==> src/rtl/pipe_ctrl.sv <==
// Hazard/exception controller for the five-stage Y86-64 pipeline: per-stage stall/bubble
// controls plus a sticky RUN/DRAIN/HALTED machine. Define PIPE_CTRL_PERF_EN for perf counters.
module pipe_ctrl #(
  parameter int CNT_W = 32
) (
  input  logic             clk,
  input  logic             rst,
  input  logic [3:0]       D_icode,
  input  logic [3:0]       d_srcA,
  input  logic [3:0]       d_srcB,
  input  logic [3:0]       E_icode,
  input  logic [3:0]       E_dstM,
  input  logic             e_Cnd,
  input  logic [3:0]       M_icode,
  input  logic [1:0]       m_stat,
  input  logic [1:0]       W_stat,
  output logic             F_stall,
  output logic             D_stall,
  output logic             D_bubble,
  output logic             E_bubble,
  output logic             M_bubble,
  output logic             W_stall,
  output logic             halted
`ifdef PIPE_CTRL_PERF_EN
  ,
  output logic [CNT_W-1:0] perf_cycles,
  output logic [CNT_W-1:0] perf_stalls,
  output logic [CNT_W-1:0] perf_bubbles,
  output logic [CNT_W-1:0] perf_mispred
`endif
);

  localparam logic [3:0] I_MRMOVQ = 4'h5;
  localparam logic [3:0] I_JXX    = 4'h7;
  localparam logic [3:0] I_RET    = 4'h9;
  localparam logic [3:0] I_POPQ   = 4'hB;
  localparam logic [3:0] R_NONE   = 4'hF;
  localparam logic [1:0] S_AOK    = 2'd0;

  typedef enum logic [1:0] {
    ST_RUN    = 2'd0,
    ST_DRAIN  = 2'd1,
    ST_HALTED = 2'd2
  } state_t;

  state_t state_p0;
  state_t state_nxt;

  function automatic logic is_load(input logic [3:0] icode);
    return (icode == I_MRMOVQ) || (icode == I_POPQ);
  endfunction

  function automatic logic dst_hit(input logic [3:0] dst,
                                   input logic [3:0] src_a,
                                   input logic [3:0] src_b);
    return (dst != R_NONE) && ((dst == src_a) || (dst == src_b));
  endfunction

  logic load_use;
  logic mispred;
  logic ret_inflight;
  logic m_exc;
  logic w_exc;

  assign load_use     = is_load(E_icode) && dst_hit(E_dstM, d_srcA, d_srcB);
  assign mispred      = (E_icode == I_JXX) && !e_Cnd;
  assign ret_inflight = (D_icode == I_RET) || (E_icode == I_RET) || (M_icode == I_RET);
  assign m_exc        = (m_stat != S_AOK);
  assign w_exc        = (W_stat != S_AOK);

  // State register
  always_ff @(posedge clk) begin
    if (rst) state_p0 <= ST_RUN;
    else     state_p0 <= state_nxt;
  end

  // Next state: an exception reaching W always wins over one still in M
  always_comb begin
    state_nxt = state_p0;
    case (state_p0)
      ST_RUN: begin
        if (w_exc)      state_nxt = ST_HALTED;
        else if (m_exc) state_nxt = ST_DRAIN;
      end
      ST_DRAIN: begin
        if (w_exc) state_nxt = ST_HALTED;
      end
      ST_HALTED: state_nxt = ST_HALTED;
      default:   state_nxt = ST_RUN;
    endcase
  end

  // Output decode; reset forces NOPs into every stage register
  always_comb begin
    F_stall  = load_use | ret_inflight;
    D_stall  = load_use;
    D_bubble = mispred | (!load_use & ret_inflight);
    E_bubble = mispred | load_use;
    M_bubble = m_exc | w_exc;
    W_stall  = w_exc;
    halted   = 1'b0;
    case (state_p0)
      ST_DRAIN: begin
        F_stall  = 1'b1;
        D_bubble = 1'b1;
      end
      ST_HALTED: begin
        F_stall  = 1'b1;
        D_stall  = 1'b1;
        D_bubble = 1'b0;
        E_bubble = 1'b0;
        M_bubble = 1'b1;
        W_stall  = 1'b1;
        halted   = 1'b1;
      end
      default: ;
    endcase
    if (rst) begin
      F_stall  = 1'b0;
      D_stall  = 1'b0;
      D_bubble = 1'b1;
      E_bubble = 1'b1;
      M_bubble = 1'b1;
      W_stall  = 1'b0;
      halted   = 1'b0;
    end
  end

`ifdef PIPE_CTRL_PERF_EN
  logic in_run;
  assign in_run = (state_p0 == ST_RUN);

  // Counters wrap freely; only the RUN-state events are attributed to hazards
  always_ff @(posedge clk) begin
    if (rst) begin
      perf_cycles  <= '0;
      perf_stalls  <= '0;
      perf_bubbles <= '0;
      perf_mispred <= '0;
    end else begin
      if (state_p0 != ST_HALTED)           perf_cycles  <= perf_cycles + 1'b1;
      if (F_stall && in_run)               perf_stalls  <= perf_stalls + 1'b1;
      if ((D_bubble || E_bubble) && in_run) perf_bubbles <= perf_bubbles + 1'b1;
      if (mispred && in_run)               perf_mispred <= perf_mispred + 1'b1;
    end
  end
`endif

endmodule

==> config.mk <==
export PLATFORM = sky130hd
export DESIGN_NAME = pipe_ctrl
export DESIGN_NICKNAME = d
export VERILOG_FILES = /design/src/rtl/pipe_ctrl.sv
export SDC_FILE = /design/constraint.sdc
export NUM_CORES = 1
export LEC_CHECK = 0
export ABC_AREA = 1
export CELL_PAD_IN_SITES_DETAIL_PLACEMENT = 2
export CELL_PAD_IN_SITES_GLOBAL_PLACEMENT = 2
export CORE_MARGIN = 1.5
export CORE_UTILIZATION = 12
export DETAILED_ROUTE_END_ITERATION = 10
export PLACE_DENSITY = 0.79
export SLEW_MARGIN = 20
export SYNTH_ARGS = -nofsm -noshare
export SYNTH_HDL_FRONTEND = slang
export SYNTH_SLANG_ARGS = --single-unit
==> constraint.sdc <==
create_clock -name clk -period 1 [get_ports clk]
set_input_delay 0.2 -clock clk [delete_from_list [all_inputs] [get_ports clk]]
set_output_delay 0.2 -clock clk [all_outputs]
set_load 0.01 [all_outputs]
==> impl_metrics.json <==
{
  "fin_cells": 199,
  "use_met1_pct": 11.7,
  "hold_path.class": "input pin to register",
  "peakVddDrop_mv": 0.260,
  "syn_area_um2": 468,
  "register_area_um2": 45.0,
  "leakage_nw": 0.621,
  "grtUsageMet2_pct": 24.9,
  "rsz0062_at_grt": "true",
  "placed_cell_area_um2": 1010,
  "avgSynthCellArea_um2": 4.98,
  "hpwl_um": 1970,
  "endpoint_kind": "output pin",
  "clock_power_share_pct": 31.2,
  "cts_max_level": 1,
  "cts_max_path_buffers": 2,
  "synth_warnings": 0,
  "fin_ws_ns": -0.380,
  "cts_tree": "done",
  "drt-total-wl_um": 2450,
  "worstPathArrival_ns": 1.18,
  "finalHoldViolCount": 0,
  "pre_cts_ws_ns": -1.23,
  "via_count": 808,
  "initial_utilization_pct": 12.6,
  "ys_ff_latch": 2,
  "viasPerCell": 4.06,
  "final_layout_size_suffix_gt1_share_pct": 61.6,
  "die_h_um": 65.4,
  "ys_types": 17,
  "worst_slew_pin_slew_ns": 0.287,
  "grt_pass1_wl_um": 3850,
  "pwr-share-seq_pct": 10.2,
  "antennaDiodeCount": 0,
  "worst_setup_path_start_kind": "register",
  "dr.pass1.iters": 2,
  "cts.sink_count": 2,
  "drtIter0Drc": 11,
  "final_area_um2": 1240,
  "p_sw_mw": 0.335,
  "grt_start_max_net_pins": 5,
  "boundaryPins": 38,
  "clk_latency_ns": 0.21,
  "criticalPathCategory": "register to output pin",
  "row_count": 22,
  "port_buffers": 37,
  "multi_input_area_um2": 494,
  "report.final.slew_viol_count": 0,
  "core_um2": 3720,
  "max_freq_mhz": 725,
  "grt_pass1_vias": 876,
  "biggestRegsByFlops": "state_p0: 2 flops",
  "fill_cells": 453,
  "dp.cells": 188,
  "cts-buffers-inserted": 3,
  "syn_inst": 94,
  "setup-violations-final": 9,
  "switching_share_pct": 33.7,
  "top_usage_layer": "met2",
  "synth_area_leader_cell": "nand2_1",
  "holdWs_ns": 0.484,
  "post-route-util_pct": 33.3,
  "drc_errors": 0,
  "relSlewSlack_pct": 80.6,
  "seq_area_frac_synth_pct": 8.56,
  "fin_skew_ns": 0.0000241,
  "power_mw": 0.992,
  "largest_register_ffs": 2,
  "intPower_mw": 0.657,
  "die_w_um": 65.4,
  "synth_top_area_share_pct": 27.3,
  "grt_use_met3_pct": 0,
  "cts-hold-fix-buffers": 0,
  "outcome": "finished with violations",
  "synthToLayoutAreaGrowth_pct": 164,
  "fin_crit_sh_pct": 138,
  "grt.overflow.total": 0,
  "grt_use_total_pct": 11.4,
  "required_ns": 0.80,
  "worstPathMaxFanout": 3,
  "grt_antenna_before_repair": 0,
  "top_register": "state_p0",
  "power_frac_comb_pct": 58.6,
  "syn_nets": 129,
  "violations": "negative setup slack",
  "avgRoutedWirePerCell_um": 12.3,
  "path_clk_slew_ns": 0.03,
  "min_period_ns": 1.38,
  "final.setup.tns_ns": -2.86,
  "ant_nets": 0,
  "die_area_um2": 4280,
  "fin_nets": 188,
  "clock-root-buffer": "clkbuf_8",
  "maxCapViolations": 0,
  "p_per_area_nw_per_um2": 802,
  "gp_congestion": 0.754,
  "ys_top_cells_by_area": "nand2_1 (27%), inv_1 (12%), ha_1 (11%)"
}
==> timing repair <==
item	in CTS	in global routing
pin swaps	29	33
gates resized for setup	128	48
buffers inserted	4	4
endpoints found under the setup margin	9	9
==> final cells by class <==
| cell class | count | area share [%] |
|---|---|---|
| inverters | 20 | 7.28 |
| well taps | 48 | 4.85 |
| multi-input cells | 72 | 39.9 |
| clock buffers | 3 | 3.34 |
| flip-flops and latches | 2 | 3.64 |
| repair buffers | 54 | 41.0 |
==> routing by layer <==
| layer | vias to the layer above | wire length (um) |
|---|---|---|
| li1 | 412 | - |
| met1 | 376 | 898 |
| met2 | 20 | 1490 |
| met3 | 0 | 68 |
| met4 | 0 | 0 |
| met5 | - | 0 |
==> layout by cell type (no fill, tap or decap) <==
cell type        instances
a31oi_4                  1
buf_2                    8
nor2_4                   3
clkdlybuf4s50_1          3
clkbuf_8                 3
nand3_2                  1
nand4_1                  4
dlymetal6s2s_1           1
o21ai_2                  1
a211oi_2                 1
dlygate4sd2_1            6
a21oi_2                  7
inv_6                    1
ha_1                     1
nand3b_1                 1
inv_1                    6
nand3_1                  3
inv_4                    4
inv_2                    9
ha_2                     2
o21ai_0                  2
dfxtp_2                  1
nand2_1                 22
nor3_2                   1
buf_4                   14
nor2_2                   3
nor2_1                   5
buf_8                    4
ha_4                     1
buf_6                   13
buf_12                   1
dfxtp_4                  1
nand2_4                  2
clkdlybuf4s15_1          4
nand2_2                 11
==> Yosys cell counts, drive strengths merged <==
library cell	n
a211oi	1
nand2	35
nand3b	1
a31oi	1
nand3	4
nor2	11
a21oi	7
o21ai	3
dfxtp	2
nor3	1
ha	4
inv	20
nand4	4
==> path summary, 6_finish.rpt <==
kind	startpoint	endpoint	slack [ns]	depth (start not counted)
setup / recovery	state_p0[1]	F_stall	-0.38	5
hold / removal	rst	state_p0[0]	0.48	3
setup reg to reg	state_p0[1]	state_p0[1]	-0.22	7
hold reg to reg	state_p0[0]	state_p0[0]	0.52	2
==> worst max-delay path: stages, from the launching register on <==
cell	delay (ns)
dfxtp_4	0.35
inv_4	0.05
ha_4	0.29
nor2_4	0.04
a21oi_2	0.11
buf_2	0.14
==> logic make-up after synthesis <==
family,Yosys count,share of synthesized area [%]
compound gates,12,14.4
fa+ha+maj,4,10.7
buf+inv,20,16.0
flops,2,8.56
simple gates,56,50.3
==> power by group through the flow <==
stage,registers [mW],logic (mW),clock network [mW]
finish,0.101,0.581,0.310
global route,0.102,0.632,0.315
CTS,0.101,0.479,0.315
detailed placement,0.101,0.461,0
global placement,0.0993,0.436,0
floorplan,0.0987,0.186,0
(Power assumes the default switching activity.)
